### src/rtl/imem_prefetch_pkg.sv
// rtl/imem_prefetch_pkg.sv - shared CPU constants and prefetch FSM encoding
package imem_prefetch_pkg;

  localparam logic [4:0]  OP_HALT  = 5'b00001;
  localparam logic [15:0] NOP_WORD = 16'h0000;
  localparam int          OPC_MSB  = 15;
  localparam int          OPC_LSB  = 11;

  typedef enum logic [1:0] {
    ST_IDLE   = 2'd0,
    ST_FETCH  = 2'd1,
    ST_WAIT   = 2'd2,
    ST_HALTED = 2'd3
  } pf_state_t;

  function automatic logic is_halt(input logic [15:0] word);
    return word[OPC_MSB:OPC_LSB] == OP_HALT;
  endfunction

endpackage

### src/rtl/imem_prefetch_fifo.sv
// rtl/imem_prefetch_fifo.sv - prefetch queue storage with push/pop/flush
module prefetch_fifo #(
  parameter int DEPTH = 4,
  parameter int W     = 24
) (
  input  logic                       clk,
  input  logic                       rst_n,
  input  logic                       push,
  input  logic [W-1:0]               push_data,
  input  logic                       pop,
  input  logic                       flush,
  output logic [W-1:0]               head_data,
  output logic [$clog2(DEPTH):0]     count,
  output logic                       full,
  output logic                       empty
);

  localparam int PW = $clog2(DEPTH);
  localparam int CW = PW + 1;

  logic [W-1:0]  mem [DEPTH];
  logic [PW-1:0] wr_ptr;
  logic [PW-1:0] rd_ptr;
  logic [CW-1:0] cnt;
  logic          do_push;
  logic          do_pop;

  assign full      = (cnt == CW'(DEPTH));
  assign empty     = (cnt == '0);
  assign count     = cnt;
  assign head_data = mem[rd_ptr];
  assign do_push   = push && !full;
  assign do_pop    = pop && !empty;

  // Pointer/count bookkeeping; flush wins over any same-cycle push or pop.
  always_ff @(posedge clk or negedge rst_n) begin
    if (!rst_n) begin
      wr_ptr <= '0;
      rd_ptr <= '0;
      cnt    <= '0;
      for (int i = 0; i < DEPTH; i++) begin
        mem[i] <= '0;
      end
    end else if (flush) begin
      wr_ptr <= '0;
      rd_ptr <= '0;
      cnt    <= '0;
    end else begin
      if (do_push) begin
        mem[wr_ptr] <= push_data;
        wr_ptr      <= wr_ptr + PW'(1);
      end
      if (do_pop) begin
        rd_ptr <= rd_ptr + PW'(1);
      end
      case ({do_push, do_pop})
        2'b10:   cnt <= cnt + CW'(1);
        2'b01:   cnt <= cnt - CW'(1);
        default: cnt <= cnt;
      endcase
    end
  end

endmodule

### src/rtl/imem_prefetch.sv
// rtl/imem_prefetch.sv - instruction prefetch FSM feeding a small queue
module imem_prefetch
  import imem_prefetch_pkg::*;
#(
  parameter int DEPTH = 4,
  parameter int AW    = 8,
  parameter int DW    = 16
) (
  input  logic          clk,
  input  logic          rst_n,
  input  logic          start,
  input  logic [AW-1:0] start_addr,
  input  logic          redirect,
  input  logic [AW-1:0] redirect_addr,
  output logic          mem_req,
  output logic [AW-1:0] mem_addr,
  input  logic          mem_ack,
  input  logic [DW-1:0] mem_rdata,
  input  logic          i_take,
  output logic [DW-1:0] i_datain,
  output logic          i_valid,
  output logic [AW-1:0] i_pc,
  output logic          halted
);

  localparam int CW = $clog2(DEPTH) + 1;

  pf_state_t        state;
  pf_state_t        state_n;
  logic [AW-1:0]    fetch_pc;
  logic [AW-1:0]    pc_n;
  logic [AW-1:0]    req_addr;
  logic             drop_pending;
  logic             drop_n;
  logic             issue;
  logic             hold;
  logic             push;
  logic             pop;
  logic             flush;
  logic [AW+DW-1:0] head;
  logic [CW-1:0]    count;
  logic             full;
  logic             empty;

  // A new request goes out only when there is room for its data; an
  // outstanding request (normal or one being dropped) keeps mem_req high
  // with the address that was originally issued.
  assign issue    = (state == ST_FETCH) && !drop_pending && (count < CW'(DEPTH));
  assign hold     = (state == ST_WAIT) || drop_pending;
  assign mem_req  = issue || hold;
  assign mem_addr = hold ? req_addr : (issue ? fetch_pc : '0);

  assign i_valid  = !empty;
  assign i_datain = empty ? DW'(NOP_WORD) : head[DW-1:0];
  assign i_pc     = empty ? '0 : head[AW+DW-1:DW];
  assign halted   = (state == ST_HALTED);

  prefetch_fifo #(
    .DEPTH (DEPTH),
    .W     (AW + DW)
  ) u_fifo (
    .clk       (clk),
    .rst_n     (rst_n),
    .push      (push),
    .push_data ({fetch_pc, mem_rdata}),
    .pop       (pop),
    .flush     (flush),
    .head_data (head),
    .count     (count),
    .full      (full),
    .empty     (empty)
  );

  // State, fetch pointer, drop flag and the address of the request in flight.
  always_ff @(posedge clk or negedge rst_n) begin
    if (!rst_n) begin
      state        <= ST_IDLE;
      fetch_pc     <= '0;
      drop_pending <= 1'b0;
      req_addr     <= '0;
    end else begin
      state        <= state_n;
      fetch_pc     <= pc_n;
      drop_pending <= drop_n;
      if (issue) begin
        req_addr <= fetch_pc;
      end
    end
  end

  // Next-state and queue control; redirect overrides take, ack and start.
  always_comb begin
    state_n = state;
    pc_n    = fetch_pc;
    drop_n  = drop_pending;
    push    = 1'b0;
    pop     = 1'b0;
    flush   = 1'b0;
    if (redirect && (state != ST_IDLE)) begin
      flush   = 1'b1;
      pc_n    = redirect_addr;
      state_n = ST_FETCH;
      // The memory still owes an ack for any request that has not completed
      // this cycle; that ack must be thrown away.
      drop_n  = issue || (hold && !mem_ack);
    end else begin
      pop = i_take && !empty;
      if (drop_pending && mem_ack) begin
        drop_n = 1'b0;
      end
      case (state)
        ST_IDLE: begin
          if (start) begin
            pc_n    = start_addr;
            state_n = ST_FETCH;
          end
        end
        ST_FETCH: begin
          if (issue) begin
            state_n = ST_WAIT;
          end
        end
        ST_WAIT: begin
          if (mem_ack) begin
            push    = !full;
            pc_n    = fetch_pc + AW'(1);
            state_n = is_halt(mem_rdata[15:0]) ? ST_HALTED : ST_FETCH;
          end
        end
        ST_HALTED: begin
          // A restart from HALTED begins a fresh program, so leftovers go.
          if (start) begin
            flush   = 1'b1;
            pop     = 1'b0;
            pc_n    = start_addr;
            state_n = ST_FETCH;
          end
        end
        default: state_n = ST_IDLE;
      endcase
    end
  end

endmodule

### config.mk
export PLATFORM = sky130hd
export DESIGN_NAME = imem_prefetch
export DESIGN_NICKNAME = d
export VERILOG_FILES = /design/src/rtl/imem_prefetch_pkg.sv /design/src/rtl/imem_prefetch_fifo.sv /design/src/rtl/imem_prefetch.sv
export SDC_FILE = /design/constraint.sdc
export NUM_CORES = 1
export LEC_CHECK = 0
export CORE_UTILIZATION = 49
export DETAILED_ROUTE_END_ITERATION = 7
export PLACE_DENSITY_LB_ADDON = 0.2
export SLEW_MARGIN = 20
export SYNTH_ARGS = -nofsm -noshare
export SYNTH_HDL_FRONTEND = slang
export SYNTH_SLANG_ARGS = --single-unit
### constraint.sdc
create_clock -name clk -period 6.25 [get_ports clk]
set_input_delay 0.625 -clock clk [delete_from_list [all_inputs] [get_ports clk]]
set_output_delay 0.625 -clock clk [all_outputs]
set_load 0.05 [all_outputs]
# Yosys cells after proc, flatten, opt, wreduce, memory -nomap -nowiden
# Index checks and enable logic that the tools add are counted.
[classes]
shift = 0
bitwise = 3
n_div = 0
addsub = 5
mul = 0
reduce_logical = 28
n_mux = 37
order_cmp = 4
n_eq_ne = 10
[op_table]
columns = ["op", "count"]
rows = [
  ["96-bit bitwise mux", 1],
  ["24-bit 2-to-1 mux", 3],
  ["24-bit binary-select mux with 2-bit select", 1],
  ["24-bit demux with 2-bit select", 1],
  ["8-bit 2-to-1 mux", 6],
  ["2-bit 2-to-1 mux", 9],
  ["16-bit 2-to-1 mux", 1],
  ["8-bit case mux with 2 select lines", 1],
  ["1-bit 2-to-1 mux", 11],
  ["1-bit logical AND", 9],
  ["8-bit by 1-bit adder with 8-bit output, second input constant", 1],
  ["2-bit nonzero test", 4],
  ["2-bit == test, second input constant", 3],
  ["3-bit >= comparator, second input constant", 2],
  ["3-bit by 2-bit inequality test with 1-bit output, second input constant", 2],
  ["2-bit inverter with 3-bit output", 2],
  ["2-bit case mux with 3 select lines", 1],
  ["3-bit case mux with 2 select lines", 1],
  ["3-bit AND reduction", 2],
  ["3-bit nonzero test", 2],
  ["5-bit by 1-bit == test with 1-bit output, second input constant", 1],
  ["2-bit by 1-bit adder with 2-bit output, second input constant", 2],
  ["2-bit by 1-bit == test with 1-bit output, second input constant", 2],
  ["1-bit logical NOT", 4],
  ["other kinds (13)", 15],
]
[totals]
out_inout_bits = 35
register_bits = 122
latch_bits = 0
memories = 0
romBits = 0
elab_cells = 98
inputBits = 38
ram_bits = 0

# Longest topological paths before layout
# Gate-level depths: netlist of run 1.
[depth]
depth_word = 10
mapped_depth = 10
depth_no_buf = 9

# Modules after synthesis
# Synthesis of run 1 repeated with hierarchy kept, for this count alone.
[unflattened]
cells_unflattened = 456
hier_area_um2 = 6180.9
[modules_own_cells]
columns = ["module", "seq_area_each_um2", "cells_each", "n_inst", "area_per_inst_um2"]
rows = [
  ["prefetch_fifo", 2577.5, 297, 1, 4787.1],
  ["imem_prefetch", 475.5, 159, 1, 1393.8],
]

# Least setup slack after synthesis of run 1
# OpenSTA, ideal clock, no wires.
[synth_path]
path_type = "register to output"
start = "register state[1]"
end = "output port mem_addr[6]"
n_path_buf = 0
t_arrival_ns = 2.419
stages_incl_launch_ff = 7
required_time_ns = 5.625
path_slack_ns = 3.206
path_cell_list = "dfrtp_1 inv_1 ha_1 inv_1 nor3_1 nand2_1 o21ai_0"
[synth_via]
elab_chain_cells = 5
elab_cells_between_ends = 7
classes_between = "eq/ne (2); mux (2); reduce/logical (3)"
[synth_rtl]
columns = ["item", "line", "text"]
rows = [
  ["start, declared", "imem_prefetch.sv:28", "pf_state_t state;"],
  ["start signal, assigned", "imem_prefetch.sv:82", "state <= state_n;"],
  ["2-bit by 1-bit == test with 1-bit output", "imem_prefetch.sv:48", "assign issue = (state == ST_FETCH) && !drop_pending && (count < CW'(DEPTH));"],
  ["1-bit logical AND (2 in a row)", "imem_prefetch.sv:48", ""],
  ["8-bit 2-to-1 mux", "imem_prefetch.sv:51", "assign mem_addr = hold ? req_addr : (issue ? fetch_pc : '0);"],
  ["8-bit 2-to-1 mux (*)", "imem_prefetch.sv:51", ""],
  ["end, declared", "imem_prefetch.sv:16", "output logic [AW-1:0] mem_addr,"],
]
# Mark *: on every way between the ends. The rest lies on a longest branch, timed or not.

# Final worst setup path of run 1
[layout_path]
start = "register state[1]"
end = "output port mem_addr[5]"
# Same word-level chain as after synthesis.

==> impl_metrics.tcl, run 1 <==
set metrics [dict create \
    grt_setup_unrepaired "no" \
    p_switching_uw 1080 \
    layout_commonest_cell "dfrtp_1" \
    ir_worst_vdd_mv 0.452 \
    switching_share_pct 34.2 \
    finalHoldViolations 0 \
    drc 0 \
    vias 3959 \
    crit_path_frequent_cell "inv_1" \
    final_cell_mix "121 x dfrtp_1, 79 x mux2_2, 71 x clkdlybuf4s50_1" \
    cts_buffer_depth 2 \
    drtAntennaViolNets 0 \
    path_max_fanout 8 \
    synthTopCellsByArea "dfrtp_1 49%, mux2_2 14%, mux4_2 8.7%" \
    outcome "finished, final reports clean" \
    overflow 0 \
    worstSetupEndpointType "output port" \
    h-tree-depth 4 \
    synthCells 473 \
    layout.nets 581 \
    p_comb_share_pct 31.6 \
    ios 73 \
    cp.arrival_ns 3.07 \
    cp_num_buf_inv 3 \
    cp_slowest_cell "clkdlybuf4s50_1" \
    clk_latency_ns 0.41 \
    fin_crit_ns 3.70 \
    die-height_um 114 \
    coreArea_um2 12200 \
    drv_cap 0 \
    path_cells "inv_1, ha_1, inv_1, nor3_1, nand2_1, o21ai_0, clkdlybuf4s50_1" \
    start_kind "flip-flop" \
    ys_types 51 \
    ys_seq_elements 122 \
    holdCritPathClass "input pin to async pin" \
    crit_family "buffers and inverters" \
    io_buffers 72 \
    place_congestion 0.743 \
    worstPathRequired_ns 5.62 \
    cts_resized 0 \
    tns_ns 0 \
    leakage_uw 0.00349 \
    yosysTopAreaCellShare_pct 49.2 \
    cts_hold_buffers 0 \
    relSlewSlack_pct 39.8 \
    async_reset_ff_share_pct 100 \
    hpwl_mm 8.12 \
    synth_edf_count 0 \
    cts_buffers 17 \
    finalSetupViolCount 0 \
    routedWlPerCell_um 18.0 \
    die_area_um2 13100 \
    synth_ff_type "dfrtp_1" \
    synth_nets 521 \
    fillers 940 \
    antenna_found_initial 0 \
    pwr-share-seq_pct 34.8 \
    syn_area_um2 6200 \
    drt_iter0_markers 203 \
    yosysTopAreaCell "dfrtp_1" \
    viasPerCell 5.54 \
    grtUsageTotal_pct 21.7 \
    cts_tree "yes" \
    clk_root_buffer_cell "clkbuf_16" \
    grt_pass1_wl_mm 21.4 \
    fin_util_pct 62.4 \
    yosysWarnings 0 \
    cellPowerDensity_nw_per_um2 415 \
    slew_violations 0 \
    start_util_pct 51.0 \
    fmax_ghz 0.270 \
    clkTransAtPathRegs_ns 0.05 \
    postSynthAreaPerCell_um2 13.1 \
    diodes 0 \
    yosysSeqAreaShare_pct 49.2 \
    p_int_uw 2070 \
    drive_above_1_share_pct 31.3 \
    dr.pass1.iters 4 \
    grt_max_degree 72 \
    worstMarginPinSlew_ns 0.904 \
    syn_to_final_growth_pct 22.4 \
    post_cts_buffers 0 \
    wl_mm 12.9 \
    slowest_delay_ns 0.84 \
    clock_power_share_pct 33.7 \
    die_w_um 114 \
    fin_skew_ns 0.00804 \
    grt_pass1_vias 4111 \
    std_cell_rows 40 \
    path_class "flip-flop to output port" \
    cts_num_sinks 122 \
    min_period_over_period_pct 59.2 \
]
## metrics by stage
| step | power (uW) | hold WS, ns | instances | setup WS, ns | area, um^2 |
|---|---|---|---|---|---|
| after floorplan | 1810 | 0.329 | 473 | 3.21 | 6200 |
| after global placement | 2080 | 0.458 | 682 | 3.00 | 6950 |
| after detailed placement | 2100 | 0.465 | 682 | 2.99 | 6950 |
| after CTS | 3180 | 0.386 | 714 | 2.52 | 7590 |
| after global routing | 3310 | 0.438 | 714 | 2.33 | 7590 |
| final | 3150 | 0.357 | 714 | 2.55 | 7590 |
## worst paths after layout
path                                               from                          end  slack [ns]  depth (start not counted)
worst max register to register     state[0]$_DFFE_PN0P_  u_fifo.count[2]$_DFFE_PN0P_        3.44                          9
min in group clk                req_addr[6]$_DFFE_PN0P_      req_addr[6]$_DFFE_PN0P_        0.48                          2
worst max-delay path               state[1]$_DFFE_PN0P_                  mem_addr[5]        2.55                          7
max in group asynchronous                         rst_n   u_fifo.mem[12]$_DFFE_PN0P_        4.70                          2
worst min-delay path                              rst_n   u_fifo.mem[76]$_DFFE_PN0P_        0.36                          1
worst min register to register  req_addr[6]$_DFFE_PN0P_      req_addr[6]$_DFFE_PN0P_        0.48                          2
## layout make-up
type | instances | area, um^2 | area share, %
Inverter | 8 | 30.0 | 0.396
Multi-Input combinational cell | 309 | 2910 | 38.4
Clock buffer | 19 | 443 | 5.84
Sequential cell | 122 | 3050 | 40.2
Clock inverter | 13 | 199 | 2.62
Tap cell | 168 | 210 | 2.77
Timing Repair Buffer | 75 | 741 | 9.76
## per-layer routing
| metal | vias up | GRT usage, % | part of all wire [%] |
|---|---|---|---|
| li1 | 1822 | - | - |
| met1 | 2026 | 28.8 | 46 |
| met2 | 102 | 34.7 | 49 |
| met3 | 9 | 5.51 | 4.6 |
| met4 | 0 | 7.53 | 0.96 |
| met5 | - | 0 | 0 |
## kinds of logic after synthesis
kind of cell / synth area share [%]
muxes: 27.7
AOI/OAI and AO/OA: 5.51
buffers and inverters: 3.77
xor gates and xnor gates: 0.848
DFF: 49.2
adders and majority gates: 2.14
and+or+nand+nor: 10.8
## flip-flops by register name (all words and copies together), names as in the netlist
register,flops
u_fifo.rd_ptr,2
u_fifo.wr_ptr,2
u_fifo.count,3
req_addr,8
fetch_pc,8
state,2
drop_pending,1
u_fifo.mem,96
## cell usage after synthesis (2+ instances only)
library cell and count:
nand4_1 2, nand2b_1 4, xnor2_1 2, a21oi_1 8, a31oi_1 5, nand2_1 40
dfrtp_1 122, nor3_1 10, o21ai_0 17, buf_2 6, mux4_2 24, or3_2 2
and2_1 28, nand3_1 6, mux2_4 17, clkbuf_1 18, nand3_4 4, o21a_1 3
buf_6 9, ha_1 9, o22ai_1 2, a211o_1 3, inv_1 8, xor2_1 4
nor2_1 13, mux2i_1 2, o41ai_1 3, mux2_2 79
## power groups by stage
stage,combinational [uW],clock [uW],sequential (uW)
floorplan,817,0,996
global placement,977,0,1100
detailed placement,994,0,1110
CTS,1000,1080,1100
global route,1080,1110,1120
finish,994,1060,1090
Note: power is estimated with default switching activity, not from simulation.
==> inputs of run 2 (changes only) <==
==> constraint.sdc (replaced) <==
create_clock -name clk -period 3.8 [get_ports clk]
set_input_delay 0.38 -clock clk [delete_from_list [all_inputs] [get_ports clk]]
set_output_delay 0.38 -clock clk [all_outputs]
set_load 0.05 [all_outputs]
==> impl_metrics.tcl, run 2 (synthesis gave the netlist of run 1 again) <==
set metrics [dict create \
    outcome "finished, final reports clean" \
    place_congestion 0.775 \
    path_max_fanout 8 \
    coreArea_um2 12200 \
    ir_worst_vdd_mv 0.550 \
    wl_mm 12.8 \
    cts_num_sinks 122 \
    final_cell_mix "121 x dfrtp_1, 79 x mux2_2, 71 x clkdlybuf4s50_1" \
    cts_buffer_depth 2 \
    grt_pass1_vias 4201 \
    drc 0 \
    largest_reg_flops 96 \
    syn_to_final_growth_pct 22.3 \
    reg_top3 "u_fifo.mem x96, fetch_pc x8, req_addr x8" \
    routedWlPerCell_um 17.9 \
    viasPerCell 5.55 \
    drive_above_1_share_pct 31.0 \
    dr.pass1.iters 4 \
    layout_commonest_cell "dfrtp_1" \
    grt_pass1_wl_mm 21.7 \
    diodes 0 \
    io_buffers 72 \
    slew_violations 0 \
    die_area_um2 13100 \
    grtUsageTotal_pct 22.0 \
    fmax_ghz 0.295 \
    tns_ns 0 \
    largest-register "u_fifo.mem" \
    relSlewSlack_pct 48.0 \
    worstPathRequired_ns 3.42 \
    path_class "flip-flop to output port" \
    ios 73 \
    drtAntennaViolNets 0 \
    finalSetupViolCount 0 \
    cts_hold_buffers 0 \
    std_cell_rows 40 \
    clk_root_buffer_cell "clkbuf_16" \
    fillers 955 \
    overflow 0 \
    leakage_uw 0.00349 \
    holdCritPathClass "input pin to async pin" \
    post_cts_buffers 0 \
    start_kind "flip-flop" \
    antenna_found_initial 0 \
    finalHoldViolations 0 \
    instances_no_fill 716 \
    drv_cap 0 \
    worstMarginPinSlew_ns 0.775 \
    fin_skew_ns 0.00658 \
    min_period_over_period_pct 89.3 \
    die_w_um 114 \
    cts_buffers 17 \
    die-height_um 114 \
    worstSetupEndpointType "output port" \
    cts_resized 0 \
    drt_iter0_markers 177 \
    fin_crit_ns 3.39 \
    cp.arrival_ns 3.01 \
    clkTransAtPathRegs_ns 0.05 \
    dp.cells 684 \
    h-tree-depth 4 \
    grt_setup_unrepaired "no" \
    cts_tree "yes" \
    multi_input_area_um2 2910 \
    layout.nets 583 \
    hpwl_mm 8.30 \
    register_area_um2 3050 \
    grt_max_degree 68 \
    cellPowerDensity_nw_per_um2 668 \
    clk_latency_ns 0.40 \
    start_util_pct 51.0 \
    vias 3971 \
]
==> run 2: changes by cell type in the layout (fill, tap and decap cells not counted) <==
cell | before | now
clkbuf_1 | 1 | 4
clkinv_4 | 1 | 0
clkbuf_8 | 1 | 4
clkinv_2 | 5 | 3
buf_12 | 0 | 1
buf_4 | 4 | 5
bufinv_16 | 5 | 3
clkinvlp_4 | 2 | 1
==> run 2: through the flow <==
stage          setup WS, ns  utilization, %  power, uW  hold slack [ns]  area [um^2]
5_1_grt               0.210            62.4       5340           0.0920         7580
3_3_place_gp          0.945            57.4       3410            0.461         6980
3_5_place_dp          0.840            57.4       3460            0.466         6980
6_report              0.405            62.4       5070           0.0437         7580
2_1_floorplan          1.00               -       2980           0.0844         6200
4_1_cts               0.375            62.4       5120           0.0620         7580
==> run 2: cell type report <==
class                           count  area share, %
Sequential cell                   122           40.3
Multi-Input combinational cell    309           38.4
Timing Repair Buffer               77           10.1
Clock buffer                       25           6.53
Tap cell                          168           2.77
Clock inverter                      7           1.48
Inverter                            8          0.396
==> run 2: power by group <==
group	total, uW	switching [uW]	internal [uW]
combinational	1650	936	713
clock	1630	534	1100
sequential	1790	256	1530
==> run 2: final timing paths <==
kind | from | endpoint | slack [ns] | cells past startpoint
hold / removal | rst_n | u_fifo.mem[6]$_DFFE_PN0P_ | 0.04 | 1
setup / recovery | state[1]$_DFFE_PN0P_ | mem_addr[3] | 0.41 | 7
min in group clk | req_addr[7]$_DFFE_PN0P_ | req_addr[7]$_DFFE_PN0P_ | 0.48 | 2
setup reg to reg | state[0]$_DFFE_PN0P_ | u_fifo.count[2]$_DFFE_PN0P_ | 1.02 | 9
hold reg to reg | req_addr[7]$_DFFE_PN0P_ | req_addr[7]$_DFFE_PN0P_ | 0.48 | 2
max in group asynchronous | rst_n | u_fifo.mem[35]$_DFFE_PN0P_ | 2.94 | 2
==> run 2: metal layers <==
metal / wire length, um / global-route usage, %
met1: 5780 / 28.9
met2: 6300 / 35.7
met3: 627 / 6.09
met4: 80 / 6.32
met5: 0 / 0
==> run 2: critical path, stage by stage (launching register included) <==
cell,delay (ns)
dfrtp_1,0.40
inv_1,0.11
ha_1,0.18
inv_1,0.07
nor3_1,0.64
nand2_1,0.19
o21ai_0,0.20
clkdlybuf4s50_1,0.83
